[config.mk]
export PLATFORM = sky130hd
export DESIGN_NAME = collision_probe_scheduler_flat
export DESIGN_NICKNAME = d
export VERILOG_FILES = /design/src/rtl/collision_probe_scheduler_if.sv /design/src/rtl/collision_probe_scheduler.sv /design/src/flat_wrapper.sv
export SDC_FILE = /design/constraint.sdc
export NUM_CORES = 1
export LEC_CHECK = 0
export ABC_AREA = 1
export BUFFER_PORTS_ARGS = -buffer_cell sky130_fd_sc_hd__buf_4
export CAP_MARGIN = 10
export CORE_AREA = 10 10 152 154
export CTS_CLUSTER_DIAMETER = 30
export DETAILED_ROUTE_END_ITERATION = 6
export DIE_AREA = 0 0 162 164
export HOLD_SLACK_MARGIN = 0.12
export SLEW_MARGIN = 10
export SYNTH_ARGS = -nofsm -noshare
export SYNTH_HDL_FRONTEND = slang
export SYNTH_SLANG_ARGS = --single-unit
[constraint.sdc]
create_clock -name clock -period 4.3 [get_ports clock]
set_clock_uncertainty 0.05 [all_clocks]
set_input_delay 0.86 -clock clock [delete_from_list [all_inputs] [get_ports clock]]
set_output_delay 0.86 -clock clock [all_outputs]
set_load 0.005 [all_outputs]
[src/rtl/collision_probe_scheduler_if.sv]
// Tile-map RAM port shared with the renderer through an external req/gnt arbiter.
//   req   : scheduler wants the RAM (held from request until scan end)
//   gnt   : arbiter grant; must not be revoked while req is high
//   rd    : one-cycle read strobe
//   addr  : tile address, ty*MAP_W + tx
//   rdata : tile code returned RD_LAT cycles after rd; nonzero = solid
interface collision_probe_scheduler_if #(
    parameter int ADDR_W = 9,
    parameter int DATA_W = 4
);
    logic              req;
    logic              gnt;
    logic              rd;
    logic [ADDR_W-1:0] addr;
    logic [DATA_W-1:0] rdata;

    modport master (output req, output rd, output addr, input gnt, input rdata);
    modport slave  (input req, input rd, input addr, output gnt, output rdata);
endinterface

[src/rtl/collision_probe_scheduler.sv]
// Once per frame, probes the four tiles around the character (left, right, up,
// down) through the shared tile-map RAM and publishes registered blocked flags
// together with a one-cycle move_enable, so movement uses one consistent snapshot.
//   clock, resetn      : clock, synchronous active-low reset
//   frame_tick         : one-cycle scan start pulse
//   char_x, char_y     : character top-left corner in pixels
//   mem                : tile-map RAM master port (req/gnt/rd/addr/rdata)
//   *_blocked          : collision flags, updated together once per scan
//   move_enable        : one-cycle pulse, flags valid
//   busy               : scan in progress
//   overrun            : one-cycle pulse, tick arrived while busy
module collision_probe_scheduler #(
    parameter int CHAR_W     = 8,
    parameter int CHAR_H     = 16,
    parameter int TILE_SHIFT = 3,
    parameter int MAP_W      = 20,
    parameter int MAP_H      = 15,
    parameter int ADDR_W     = 9,
    parameter int DATA_W     = 4,
    parameter int RD_LAT     = 1
) (
    input  logic                        clock,
    input  logic                        resetn,
    input  logic                        frame_tick,
    input  logic [7:0]                  char_x,
    input  logic [7:0]                  char_y,
    collision_probe_scheduler_if.master mem,
    output logic                        left_blocked,
    output logic                        right_blocked,
    output logic                        up_blocked,
    output logic                        down_blocked,
    output logic                        move_enable,
    output logic                        busy,
    output logic                        overrun
);
    typedef enum logic [2:0] {
        StIdle, StLatch, StReq, StIssue, StWait, StCapture, StDone
    } state_t;

    localparam logic signed [9:0] HALF_W = 10'(CHAR_W / 2);
    localparam logic signed [9:0] HALF_H = 10'(CHAR_H / 2);
    localparam logic signed [9:0] FULL_W = 10'(CHAR_W);
    localparam logic signed [9:0] FULL_H = 10'(CHAR_H);
    localparam logic signed [9:0] ONE    = 10'sd1;

    // Probe index order: 0 left, 1 right, 2 up, 3 down.
    localparam logic [1:0] IDX_UP   = 2'd2;
    localparam logic [1:0] IDX_LAST = 2'd3;

    state_t            state_q, state_d;
    logic [1:0]        idx_q, idx_d;
    logic [1:0]        wait_q, wait_d;
    logic [3:0]        res_q, res_d;
    logic [3:0]        flags_q, flags_d;
    logic              overrun_q;
    // {out_of_bounds, address} per probe
    logic [ADDR_W:0]   probe_q [4];
    logic signed [9:0] x10, y10;

    assign x10 = signed'({2'b00, char_x});
    assign y10 = signed'({2'b00, char_y});

    function automatic logic [ADDR_W:0] probe(input logic signed [9:0] px,
                                              input logic signed [9:0] py);
        int tx;
        int ty;
        logic oob;
        tx  = int'(px >>> TILE_SHIFT);
        ty  = int'(py >>> TILE_SHIFT);
        oob = (tx < 0) || (tx >= MAP_W) || (ty < 0) || (ty >= MAP_H);
        // Address only matters for in-bounds probes; zero it otherwise.
        return {oob, oob ? {ADDR_W{1'b0}} : ADDR_W'(ty * MAP_W + tx)};
    endfunction

    always_comb begin
        state_d     = state_q;
        idx_d       = idx_q;
        wait_d      = wait_q;
        res_d       = res_q;
        flags_d     = flags_q;
        mem.req     = 1'b0;
        mem.rd      = 1'b0;
        mem.addr    = '0;
        move_enable = 1'b0;

        unique case (state_q)
            StIdle: begin
                if (frame_tick) state_d = StLatch;
            end
            StLatch: begin
                state_d = StReq;
            end
            StReq: begin
                mem.req = 1'b1;
                if (mem.gnt) begin
                    idx_d   = 2'd0;
                    state_d = StIssue;
                end
            end
            StIssue: begin
                mem.req = 1'b1;
                if (probe_q[idx_q][ADDR_W]) begin
                    // Off-map: solid everywhere except above, so the head may leave the top.
                    res_d[idx_q] = (idx_q != IDX_UP);
                    if (idx_q == IDX_LAST) state_d = StDone;
                    else idx_d = idx_q + 2'd1;
                end else begin
                    mem.rd   = 1'b1;
                    mem.addr = probe_q[idx_q][ADDR_W-1:0];
                    if (RD_LAT > 1) begin
                        wait_d  = 2'(RD_LAT - 2);
                        state_d = StWait;
                    end else begin
                        state_d = StCapture;
                    end
                end
            end
            StWait: begin
                mem.req = 1'b1;
                if (wait_q == 2'd0) state_d = StCapture;
                else wait_d = wait_q - 2'd1;
            end
            StCapture: begin
                mem.req      = 1'b1;
                res_d[idx_q] = (mem.rdata != {DATA_W{1'b0}});
                if (idx_q == IDX_LAST) begin
                    state_d = StDone;
                end else begin
                    idx_d   = idx_q + 2'd1;
                    state_d = StIssue;
                end
            end
            StDone: begin
                move_enable = 1'b1;
                state_d     = StIdle;
            end
            default: state_d = StIdle;
        endcase

        // Load all flags on entry to DONE so they are valid alongside move_enable.
        if (state_d == StDone) flags_d = res_d;
    end

    always_ff @(posedge clock) begin
        if (!resetn) begin
            state_q   <= StIdle;
            idx_q     <= 2'd0;
            wait_q    <= 2'd0;
            res_q     <= 4'h0;
            flags_q   <= 4'hF;
            overrun_q <= 1'b0;
            for (int i = 0; i < 4; i++) probe_q[i] <= '0;
        end else begin
            state_q   <= state_d;
            idx_q     <= idx_d;
            wait_q    <= wait_d;
            res_q     <= res_d;
            flags_q   <= flags_d;
            overrun_q <= frame_tick && (state_q != StIdle);
            if (state_q == StLatch) begin
                probe_q[0] <= probe(x10 - ONE,    y10 + HALF_H);
                probe_q[1] <= probe(x10 + FULL_W, y10 + HALF_H);
                probe_q[2] <= probe(x10 + HALF_W, y10 - ONE);
                probe_q[3] <= probe(x10 + HALF_W, y10 + FULL_H);
            end
        end
    end

    assign left_blocked  = flags_q[0];
    assign right_blocked = flags_q[1];
    assign up_blocked    = flags_q[2];
    assign down_blocked  = flags_q[3];
    assign busy          = (state_q != StIdle);
    assign overrun       = overrun_q;
endmodule

[src/flat_wrapper.sv]
// flat-port wrapper written by rule: the top's interface ports become plain ports
module collision_probe_scheduler_flat 
#(
    parameter int CHAR_W     = 8,
    parameter int CHAR_H     = 16,
    parameter int TILE_SHIFT = 3,
    parameter int MAP_W      = 20,
    parameter int MAP_H      = 15,
    parameter int ADDR_W     = 9,
    parameter int DATA_W     = 4,
    parameter int RD_LAT     = 1
)
  (clock, resetn, frame_tick, char_x, char_y, left_blocked, right_blocked, up_blocked, down_blocked, move_enable, busy, overrun, mem_req, mem_rd, mem_addr, mem_gnt, mem_rdata);
  collision_probe_scheduler_if #(.ADDR_W(ADDR_W), .DATA_W(DATA_W)) mem_i ();
  input  logic clock;
  input  logic resetn;
  input  logic frame_tick;
  input  logic [7:0] char_x;
  input  logic [7:0] char_y;
  output logic left_blocked;
  output logic right_blocked;
  output logic up_blocked;
  output logic down_blocked;
  output logic move_enable;
  output logic busy;
  output logic overrun;
  output wire logic [$bits(mem_i.req)-1:0] mem_req;
  output wire logic [$bits(mem_i.rd)-1:0] mem_rd;
  output wire logic [$bits(mem_i.addr)-1:0] mem_addr;
  input wire logic [$bits(mem_i.gnt)-1:0] mem_gnt;
  input wire logic [$bits(mem_i.rdata)-1:0] mem_rdata;
  assign mem_req = mem_i.req;
  assign mem_rd = mem_i.rd;
  assign mem_addr = mem_i.addr;
  assign mem_i.gnt = mem_gnt;
  assign mem_i.rdata = mem_rdata;
  collision_probe_scheduler #(.CHAR_W(CHAR_W), .CHAR_H(CHAR_H), .TILE_SHIFT(TILE_SHIFT), .MAP_W(MAP_W), .MAP_H(MAP_H), .ADDR_W(ADDR_W), .DATA_W(DATA_W), .RD_LAT(RD_LAT)) u_core (.clock(clock), .resetn(resetn), .frame_tick(frame_tick), .char_x(char_x), .char_y(char_y), .mem(mem_i), .left_blocked(left_blocked), .right_blocked(right_blocked), .up_blocked(up_blocked), .down_blocked(down_blocked), .move_enable(move_enable), .busy(busy), .overrun(overrun));
endmodule
==> results_dict.tcl, run 1 <==
set metrics [dict create \
    run_status "finished clean" \
    antenna_found_initial 1 \
    drt_iter0_markers 227 \
    multi_input_comb_area_um2 2960 \
    vias 4249 \
    synth_edf_count 40 \
    post_cts_buffers 0 \
    hp-class "reg -> reg" \
    ctsHtreeMaxLevel 3 \
    grt_setup_unrepaired "false" \
    drv_slew 0 \
    cts_buffer_depth 2 \
    clk-insertion-delay-late_ns 0.32 \
    synth_area_leaders "edfxtp_1 (24%), ha_1 (14%), nand2_1 (9.9%)" \
    async_flop_share_pct 0 \
    portBuffers 41 \
    crit_path_max_fanout 11 \
    synth_most_common_cell "nand2_1" \
    p_leak_uw 0.00278 \
    yosysWarnings 0 \
    globalplace.congestion 0.884 \
    cts_root_buf "clkbuf_16" \
    drt_first_pass_iters 5 \
    avgSynthCellArea_um2 7.42 \
    grt_pass1_wl_mm 20.0 \
    synthesis.nets 754 \
    yosysTopAreaCell "edfxtp_1" \
    start_util_pct 24.7 \
    syn2layout_area_growth_pct 18.6 \
    cts.sinks 58 \
    grt_overflow 0 \
    r2r_slack_ns 2.23 \
    maxSlewHeadroom_pct 59.1 \
    numCtsBuffers 9 \
    power_uw 2110 \
    worstPathRequired_ns 4.44 \
    chipWidth_um 162 \
    wl_per_cell_um 12.5 \
    syn_area_um2 4940 \
    synth_cells 666 \
    viasPerCell 4.30 \
    finalWirelength_mm 12.4 \
    finalSetupTns_ns 0 \
    path_clk_slew_ns 0.05 \
    n_fill_cell 2210 \
    ys_types 34 \
    critPathKind "in -> reg" \
    drive_above_1_share_pct 12.7 \
    cts_tree "yes" \
    placementRows 52 \
    ir_drop_uv 196 \
    start_kind "primary input" \
    hold_viol 0 \
    fin_ws_ns 0.603 \
    synth_ff_type "edfxtp_1" \
    worstSetupEndpointType "register" \
    drc 0 \
    worst_pin_slew_ns 0.609 \
    synth_top_area_share_pct 24.3 \
    ctsResizeCount 0 \
    antenna_left 0 \
    cts.hold.buffers_added 0 \
    yosysSeqAreaShare_pct 31.6 \
    setup_viol 0 \
    min_period_over_period_pct 86.0 \
    dp_slack_ns 0.298 \
    regArea_um2 1560 \
    grt_pass1_vias 4057 \
    final.min_clock_period_ns 3.70 \
    ys_top_cells_by_count "nand2_1 (131), nor2_1 (104), inv_1 (94)" \
    ioPinCount 42 \
    fin_nets 802 \
    die_y_um 164 \
    maxCapViolations 0 \
    core_um2 20000 \
    power_density_nw_per_um2 360 \
    ys_ff_latch 58 \
    hpwl_mm 9.97 \
    grt_max_degree 41 \
    arrival_ns 3.84 \
    track_usage_pct 9.25 \
    dieArea_um2 26600 \
    timing.fmax_mhz 270 \
    diodes 0 \
]
[cell families (layout without fill, tap and decap cells)]
group / count (synthesis) / in the layout / synth area share (%)
AO/OA/AOI/OAI: 75 / 75 / 8.00
buffers and inverters: 110 / 162 / 8.55
adder cells (fa/ha/maj): 64 / 64 / 17.3
flip-flops: 58 / 58 / 31.6
XOR/XNOR: 25 / 25 / 4.43
AND/OR/NAND/NOR: 334 / 334 / 30.2
[where the power goes]
part           internal [µW]  total [µW]  switching, µW
clock                    440         686            246
sequential               694         733           38.5
combinational            252         692            439
[per-layer routing]
metal | track usage (%) | up-vias | wire length [µm] | part of all wire [%]
met2 | 14.2 | 104 | 5190 | 42
met5 | 0 | - | 0 | 0
met4 | 2.48 | 0 | 67 | 0.54
li1 | - | 2261 | - | -
met1 | 12.6 | 1876 | 6140 | 50
met3 | 2.30 | 8 | 952 | 7.7
[flip-flops by register name, indices dropped and copies added, names as in the netlist, named ones only]
| signal | cells |
|---|---|
| u_core.probe_q | 40 |
| u_core.idx_q | 2 |
| u_core.flags_q | 4 |
| u_core.wait_q | 2 |
| u_core.overrun | 1 |
| u_core.res_q | 4 |
| u_core.state_q | 3 |
[cell type report]
type / count / share of cell area (%)
inverters: 102 / 6.53
well taps: 270 / 5.76
repair buffers: 45 / 5.76
clock buffers: 9 / 3.84
multi-input cells: 498 / 50.5
flip-flops and latches: 58 / 26.6
clock inverters: 6 / 1.00
[cells in the final DEF (no fill, tap or decap), types with 8 or more instances in the layout]
cell / instances
nor2_1: 104
xor2_1: 16
buf_4: 45
edfxtp_1: 40
ha_1: 57
nand2_1: 131
o21ai_0: 29
clkbuf_16: 9
xnor2_1: 9
dfxtp_1: 18
nand3_1: 58
inv_2: 8
inv_1: 94
a21oi_1: 35
[worst max-delay path, stage by stage]
cell and delay [ns]:
buf_4 0.16, ha_1 0.24, xnor2_1 0.32, inv_1 0.08
ha_1 0.32, inv_1 0.06, fa_1 0.40, xor2_1 0.26
inv_1 0.09, ha_1 0.34, nand2_1 0.09, or2_2 0.30
nand3b_1 0.08, nand3_1 0.07, nand2_1 0.07, inv_1 0.03
nor2_1 0.07
[path summary, 6_finish.rpt]
path	start	to	cells past startpoint
worst max-delay path	char_y[3]	u_core.probe_q[0][8]	17
worst min-delay path	u_core.wait_q[1]	u_core.wait_q[1]	2
worst max register to register	register	u_core.flags_q[2]	11
worst min register to register	u_core.wait_q[1]	u_core.wait_q[1]	2
[metrics by stage]
step | utilization, % | instances | hold slack, ns | instance area [µm²]
floorplan | - | 666 | 0.383 | 4940
CTS | 29.3 | 988 | 0.414 | 5860
finish | 29.3 | 988 | 0.413 | 5860
global route | 29.3 | 988 | 0.437 | 5860
global placement | 27.8 | 973 | 0.394 | 5580
detailed placement | 27.8 | 973 | 0.404 | 5580
Note: power is estimated with default switching activity, not from simulation.
==> inputs of run 2 (changes only) <==
--- a/config.mk
+++ b/config.mk
@@ -5,13 +5,12 @@
 export SDC_FILE = /design/constraint.sdc
 export NUM_CORES = 1
 export LEC_CHECK = 0
-export ABC_AREA = 1
 export BUFFER_PORTS_ARGS = -buffer_cell sky130_fd_sc_hd__buf_4
 export CAP_MARGIN = 10
-export CORE_AREA = 10 10 152 154
+export CORE_AREA = 10 10 149 151
 export CTS_CLUSTER_DIAMETER = 30
 export DETAILED_ROUTE_END_ITERATION = 6
-export DIE_AREA = 0 0 162 164
+export DIE_AREA = 0 0 159 161
 export HOLD_SLACK_MARGIN = 0.12
 export SLEW_MARGIN = 10
 export SYNTH_ARGS = -nofsm -noshare
==> run 2 against run 1 <==
Effect of this change:
- sequential power fell by 10%
- core utilization up 0.43 points
- synthesized area decreased by 4.2%
- register-to-register slack lost 0.70 ns
- first-iteration DRC count fell by 43%
- global-route usage decreased by 0.56 points
- critical path type unchanged
- die area decreased by 3.6%
- non-clock buffer count is 4 higher
==> results_dict.tcl, run 2 <==
set metrics [dict create \
    globalplace.congestion 0.854 \
    start_kind "primary input" \
    fin_ws_ns 0.493 \
    drt_first_pass_iters 4 \
    dp_slack_ns 0.180 \
    yosysTopAreaCell "edfxtp_1" \
    timing.fmax_mhz 263 \
    run_status "finished clean" \
    syn2layout_area_growth_pct 20.4 \
    synth_ff_type "edfxtp_1" \
    hp-class "reg -> reg" \
    finalSetupTns_ns 0 \
    worstSetupEndpointType "register" \
    final.min_clock_period_ns 3.81 \
    power_density_nw_per_um2 346 \
    grt_overflow 0 \
    worstPathRequired_ns 4.29 \
    maxSlewHeadroom_pct 34.1 \
    syn_area_um2 4740 \
    numCtsBuffers 9 \
    crit_path_max_fanout 8 \
    worst_pin_slew_ns 0.980 \
    path_clk_slew_ns 0.05 \
    drv_slew 0 \
    diodes 0 \
    synthesis.nets 565 \
    cp_slowest_cell "nor4_1" \
    critPathKind "in -> reg" \
    wl_per_cell_um 13.7 \
    ioPinCount 42 \
    drc 0 \
    synth_cells 477 \
    arrival_ns 3.80 \
    worst-path-buf-inv 3 \
    cts_root_buf "clkbuf_16" \
    grt_pass1_wl_mm 18.3 \
    core_um2 19200 \
    drt_iter0_markers 130 \
    r2r_slack_ns 1.53 \
    worstPathCellList "buf_4 > inv_1 > ha_1 > o31a_1 > or4_1 > xnor2_1 > inv_1 > ha_1 > and3_1 > mux2i_1 > a2111oi_0 > nor4_1 > a21oi_1" \
    synth_edf_count 40 \
    min_period_over_period_pct 88.5 \
    portBuffers 41 \
    final_common_cell "ha_1" \
    largest_reg_flops 40 \
    setup_viol 0 \
    top_register "u_core.probe_q" \
    cts_buffer_depth 2 \
    yosysSeqAreaShare_pct 32.5 \
    placementRows 51 \
    cts.hold.buffers_added 0 \
    grt_max_degree 41 \
    post_cts_buffers 0 \
    drive_above_1_share_pct 15.8 \
    ir_drop_uv 221 \
    hpwl_mm 8.72 \
    die_y_um 161 \
    grt_setup_unrepaired "false" \
    ys_ff_latch 57 \
    antenna_left 0 \
    ys_types 61 \
    largest_registers "u_core.probe_q: 40 flops, u_core.flags_q: 4 flops" \
    avgSynthCellArea_um2 9.93 \
    maxCapViolations 0 \
    finalWirelength_mm 10.8 \
    vias 3489 \
    synth_most_common_cell "ha_1" \
    critical_path.top_delay_family "simple AND/OR/NAND/NOR gates" \
    viasPerCell 4.42 \
    critPathMaxStageDelay_ns 0.82 \
    start_util_pct 24.7 \
    cts_tree "yes" \
    ctsResizeCount 0 \
    grt_pass1_vias 3492 \
    clk-insertion-delay-late_ns 0.32 \
    p_leak_uw 0.00241 \
    track_usage_pct 8.69 \
    synth_top_area_share_pct 25.4 \
    synth_area_leaders "edfxtp_1 (25%), ha_1 (15%), dfxtp_1 (7.2%)" \
    cts.sinks 57 \
    ctsHtreeMaxLevel 3 \
    async_flop_share_pct 0 \
    most-common-layout-cells "ha_1 (57), buf_4 (49), inv_1 (41)" \
    holdWs_ns 0.426 \
    ys_top_cells_by_count "ha_1 (57), inv_1 (41), edfxtp_1 (40)" \
    yosysWarnings 0 \
    chipWidth_um 159 \
    antenna_found_initial 0 \
    hold_viol 0 \
    fin_nets 608 \
    dieArea_um2 25600 \
]
==> run 2: cell count changes in the layout (fill, tap and decap cells not counted), sizes merged, moves of 12 or more <==
cell / before / now
a21oi: 36 / 24
and2: 0 / 13
inv: 102 / 41
o21ai: 31 / 11
xnor2: 9 / 33
nand3: 64 / 11
and3: 0 / 12
nor2b: 0 / 13
nand2: 138 / 26
nor2: 110 / 36
==> run 2: worst paths after layout <==
| check | cells after the start | from | to |
|---|---|---|---|
| hold reg to reg | 2 | u_core.flags_q[2] | u_core.flags_q[2] |
| setup / recovery | 13 | char_y[4] | u_core.probe_q[2][9] |
| hold / removal | 2 | u_core.flags_q[2] | u_core.flags_q[2] |
| setup reg to reg | 6 | u_core.state_q[0] | u_core.probe_q[3][4] |
==> run 2: layout make-up <==
type / instances / area (µm²)
Timing Repair Buffer: 49 / 368
Inverter: 41 / 154
Sequential cell: 57 / 1540
Multi-Input combinational cell: 362 / 2970
Clock inverter: 6 / 106
Clock buffer: 10 / 229
Fill cell: 2023 / 13500
Tap cell: 265 / 332
==> run 2: cells by family after synthesis <==
| family | count (synthesis) | share of synthesized area (%) |
|---|---|---|
| XOR/XNOR | 46 | 8.51 |
| flip-flops | 57 | 32.5 |
| adder cells (fa/ha/maj) | 64 | 18.0 |
| AO/OA/AOI/OAI | 74 | 10.7 |
| buffers and inverters | 58 | 4.94 |
| AND/OR/NAND/NOR | 157 | 18.2 |
| multiplexers | 21 | 7.11 |
==> run 2: worst min-delay path, stage by stage, from the launching register on <==
cell,delay (ns)
dfxtp_1,0.33
mux2i_1,0.07
nand2_1,0.05
==> run 2: stage by stage <==
stage | std cells | utilization [%] | total power, µW | area, µm²
global placement | 774 | 27.9 | 1170 | 5370
global route | 790 | 29.7 | 2080 | 5700
finish | 790 | 29.7 | 1970 | 5700
detailed placement | 774 | 27.9 | 1180 | 5370
CTS | 790 | 29.7 | 1990 | 5700
floorplan | 477 | - | 1040 | 4740
==> run 2: layer usage <==
layer,vias to the layer above,GRT usage [%],wire length (µm)
met3,11,1.70,282
met2,47,14.6,5140
met4,0,2.57,142
met1,1646,11.0,5270
li1,1785,-,-
met5,-,0,0
==> run 2: power breakdown <==
part	leakage, µW	switching (µW)	internal [µW]
clock network	0.000160	247	562
registers	0.000560	21.7	636
logic	0.00169	272	231
total	0.00241	541	1430
==> inputs of run 3 (changes only) <==
==> constraint.sdc (replaced) <==
create_clock -name clock -period 4.9 [get_ports clock]
set_clock_uncertainty 0.05 [all_clocks]
set_input_delay 0.98 -clock clock [delete_from_list [all_inputs] [get_ports clock]]
set_output_delay 0.98 -clock clock [all_outputs]
set_load 0.005 [all_outputs]
==> run 3 against run 2 <==
Effect of this change:
- via count fell by 1.1%
- core utilization down 0.36 points
- sequential share of layout area is 0.33 points higher
- register-to-register slack gained 0.55 ns
- clock power down 23%
- first-iteration DRC count grew 21%
- sequential power down 12%
- critical path type unchanged
- design area down 1.2%
- die area unchanged
- cell count down 0.63%
==> results_dict.tcl, run 3 (same netlist as run 2, synthesis figures left out) <==
set metrics [dict create \
    post_cts_buffers 0 \
    grt_setup_unrepaired "false" \
    start_kind "primary input" \
    run_status "finished clean" \
    fin_util_pct 29.3 \
    numCtsBuffers 9 \
    chipWidth_um 159 \
    cts_tree "yes" \
    portBuffers 41 \
    dieArea_um2 25600 \
    design_area_um2 5630 \
    grt_pass1_vias 3538 \
    worstSetupEndpointType "register" \
    critical_path.top_delay_family "simple AND/OR/NAND/NOR gates" \
    fin_nets 603 \
    regArea_um2 1540 \
    globalplace.congestion 0.839 \
    hold_viol 0 \
    final.min_clock_period_ns 4.07 \
    hpwl_mm 8.74 \
    largest_reg_flops 40 \
    worst-path-buf-inv 4 \
    wl_per_cell_um 13.9 \
    most-common-layout-cells "ha_1 (57), buf_4 (44), inv_1 (41)" \
    critPathMaxStageDelay_ns 0.82 \
    arrival_ns 4.08 \
    power_density_nw_per_um2 292 \
    path_clk_slew_ns 0.06 \
    worst_pin_slew_ns 0.975 \
    crit_path_max_fanout 9 \
    viasPerCell 4.40 \
    worstPathCellList "buf_4 > inv_1 > ha_1 > inv_1 > or4_1 > xnor2_1 > inv_1 > ha_1 > and3_1 > mux2i_1 > a2111oi_0 > nor4_1 > a21oi_1" \
    p_leak_uw 0.00236 \
    n_fill_cell 2014 \
    drive_above_1_share_pct 15.4 \
    hp-class "reg -> reg" \
    worstPathRequired_ns 4.90 \
    p_seq_share_pct 35.1 \
    multi_input_comb_area_um2 2970 \
    drt_first_pass_iters 4 \
    crit_top_cell "inv_1" \
    clock_power_share_pct 37.9 \
    min_period_over_period_pct 83.2 \
    grt_overflow 0 \
    cts.sinks 57 \
    ioPinCount 42 \
    track_usage_pct 8.76 \
    ir_drop_uv 156 \
    drt_iter0_markers 157 \
    dpl_cell_area_um2 5330 \
    start_util_pct 24.7 \
    ctsResizeCount 0 \
    power_switching_uw 492 \
    maxSlewHeadroom_pct 34.4 \
    p_int_uw 1160 \
    diodes 0 \
    die_y_um 161 \
    syn2layout_area_growth_pct 18.9 \
    final_common_cell "ha_1" \
    antenna_found_initial 0 \
    cp_slowest_cell "nor4_1" \
    clk-insertion-delay-late_ns 0.33 \
    largest_registers "u_core.probe_q: 40 flops, u_core.flags_q: 4 flops" \
    combPwrFrac_pct 27.0 \
    vias 3451 \
    cts_buffer_depth 2 \
    grt_max_degree 41 \
    timing.fmax_mhz 245 \
    top_register "u_core.probe_q" \
    antenna_left 0 \
    critPathKind "in -> reg" \
    drc 0 \
    grt_pass1_wl_mm 18.2 \
    finalSetupTns_ns 0 \
    placementRows 51 \
    maxCapViolations 0 \
    ctsHtreeMaxLevel 3 \
    finalWirelength_mm 10.9 \
    cts_root_buf "clkbuf_16" \
    drv_slew 0 \
    core_um2 19200 \
    setup_viol 0 \
    cts.hold.buffers_added 0 \
    power_switching_share_pct 29.9 \
]
run 3: final cells by class:
class	count	share of cell area, %
Multi-Input combinational cell	362	52.8
Inverter	41	2.73
Sequential cell	57	27.4
Clock inverter	7	1.40
Timing Repair Buffer	44	5.86
Clock buffer	9	4.00
Tap cell	265	5.89
run 3: power groups by stage:
stage	logic, µW	registers (µW)	clock network [µW]
final	445	577	625
after global routing	500	582	662
after CTS	448	578	639
after detailed placement	443	588	0
after global placement	439	587	0
after floorplan	338	579	0
run 3: layer usage:
metal | vias to the layer above | share of wire, % | wire (µm) | track usage (%)
li1 | 1772 | - | - | -
met1 | 1627 | 48 | 5290 | 11.1
met2 | 44 | 48 | 5210 | 14.5
met3 | 8 | 2.9 | 321 | 2.11
met4 | 0 | 0.98 | 107 | 2.53
met5 | - | 0 | 0 | 0
run 3: path summary, 6_finish.rpt:
kind	startpoint	endpoint	slack [ns]	cells after the start
min	u_core.flags_q[2]	u_core.flags_q[2]	0.43	2
max	char_y[4]	u_core.probe_q[2][9]	0.83	13
max reg2reg	u_core.state_q[0]	u_core.probe_q[3][4]	2.08	6
min reg2reg	u_core.flags_q[2]	u_core.flags_q[2]	0.43	2
run 3: through the flow:
stage | total power [µW] | setup WS (ns) | cells | hold slack, ns
after floorplan | 917 | 0.858 | 477 | 0.416
after global placement | 1030 | 0.519 | 769 | 0.411
after detailed placement | 1030 | 0.471 | 769 | 0.417
after CTS | 1660 | 0.821 | 785 | 0.438
after global routing | 1740 | 0.542 | 785 | 0.468
final | 1650 | 0.825 | 785 | 0.431
run 3: worst reg2reg max path: cells and delay by family, from the launching register on:
| kind | cells | cell delay (ns) |
|---|---|---|
| flip-flops | 1 | 0.63 |
| AND/OR/NAND/NOR | 5 | 1.69 |
| buffers and inverters | 1 | 0.22 |
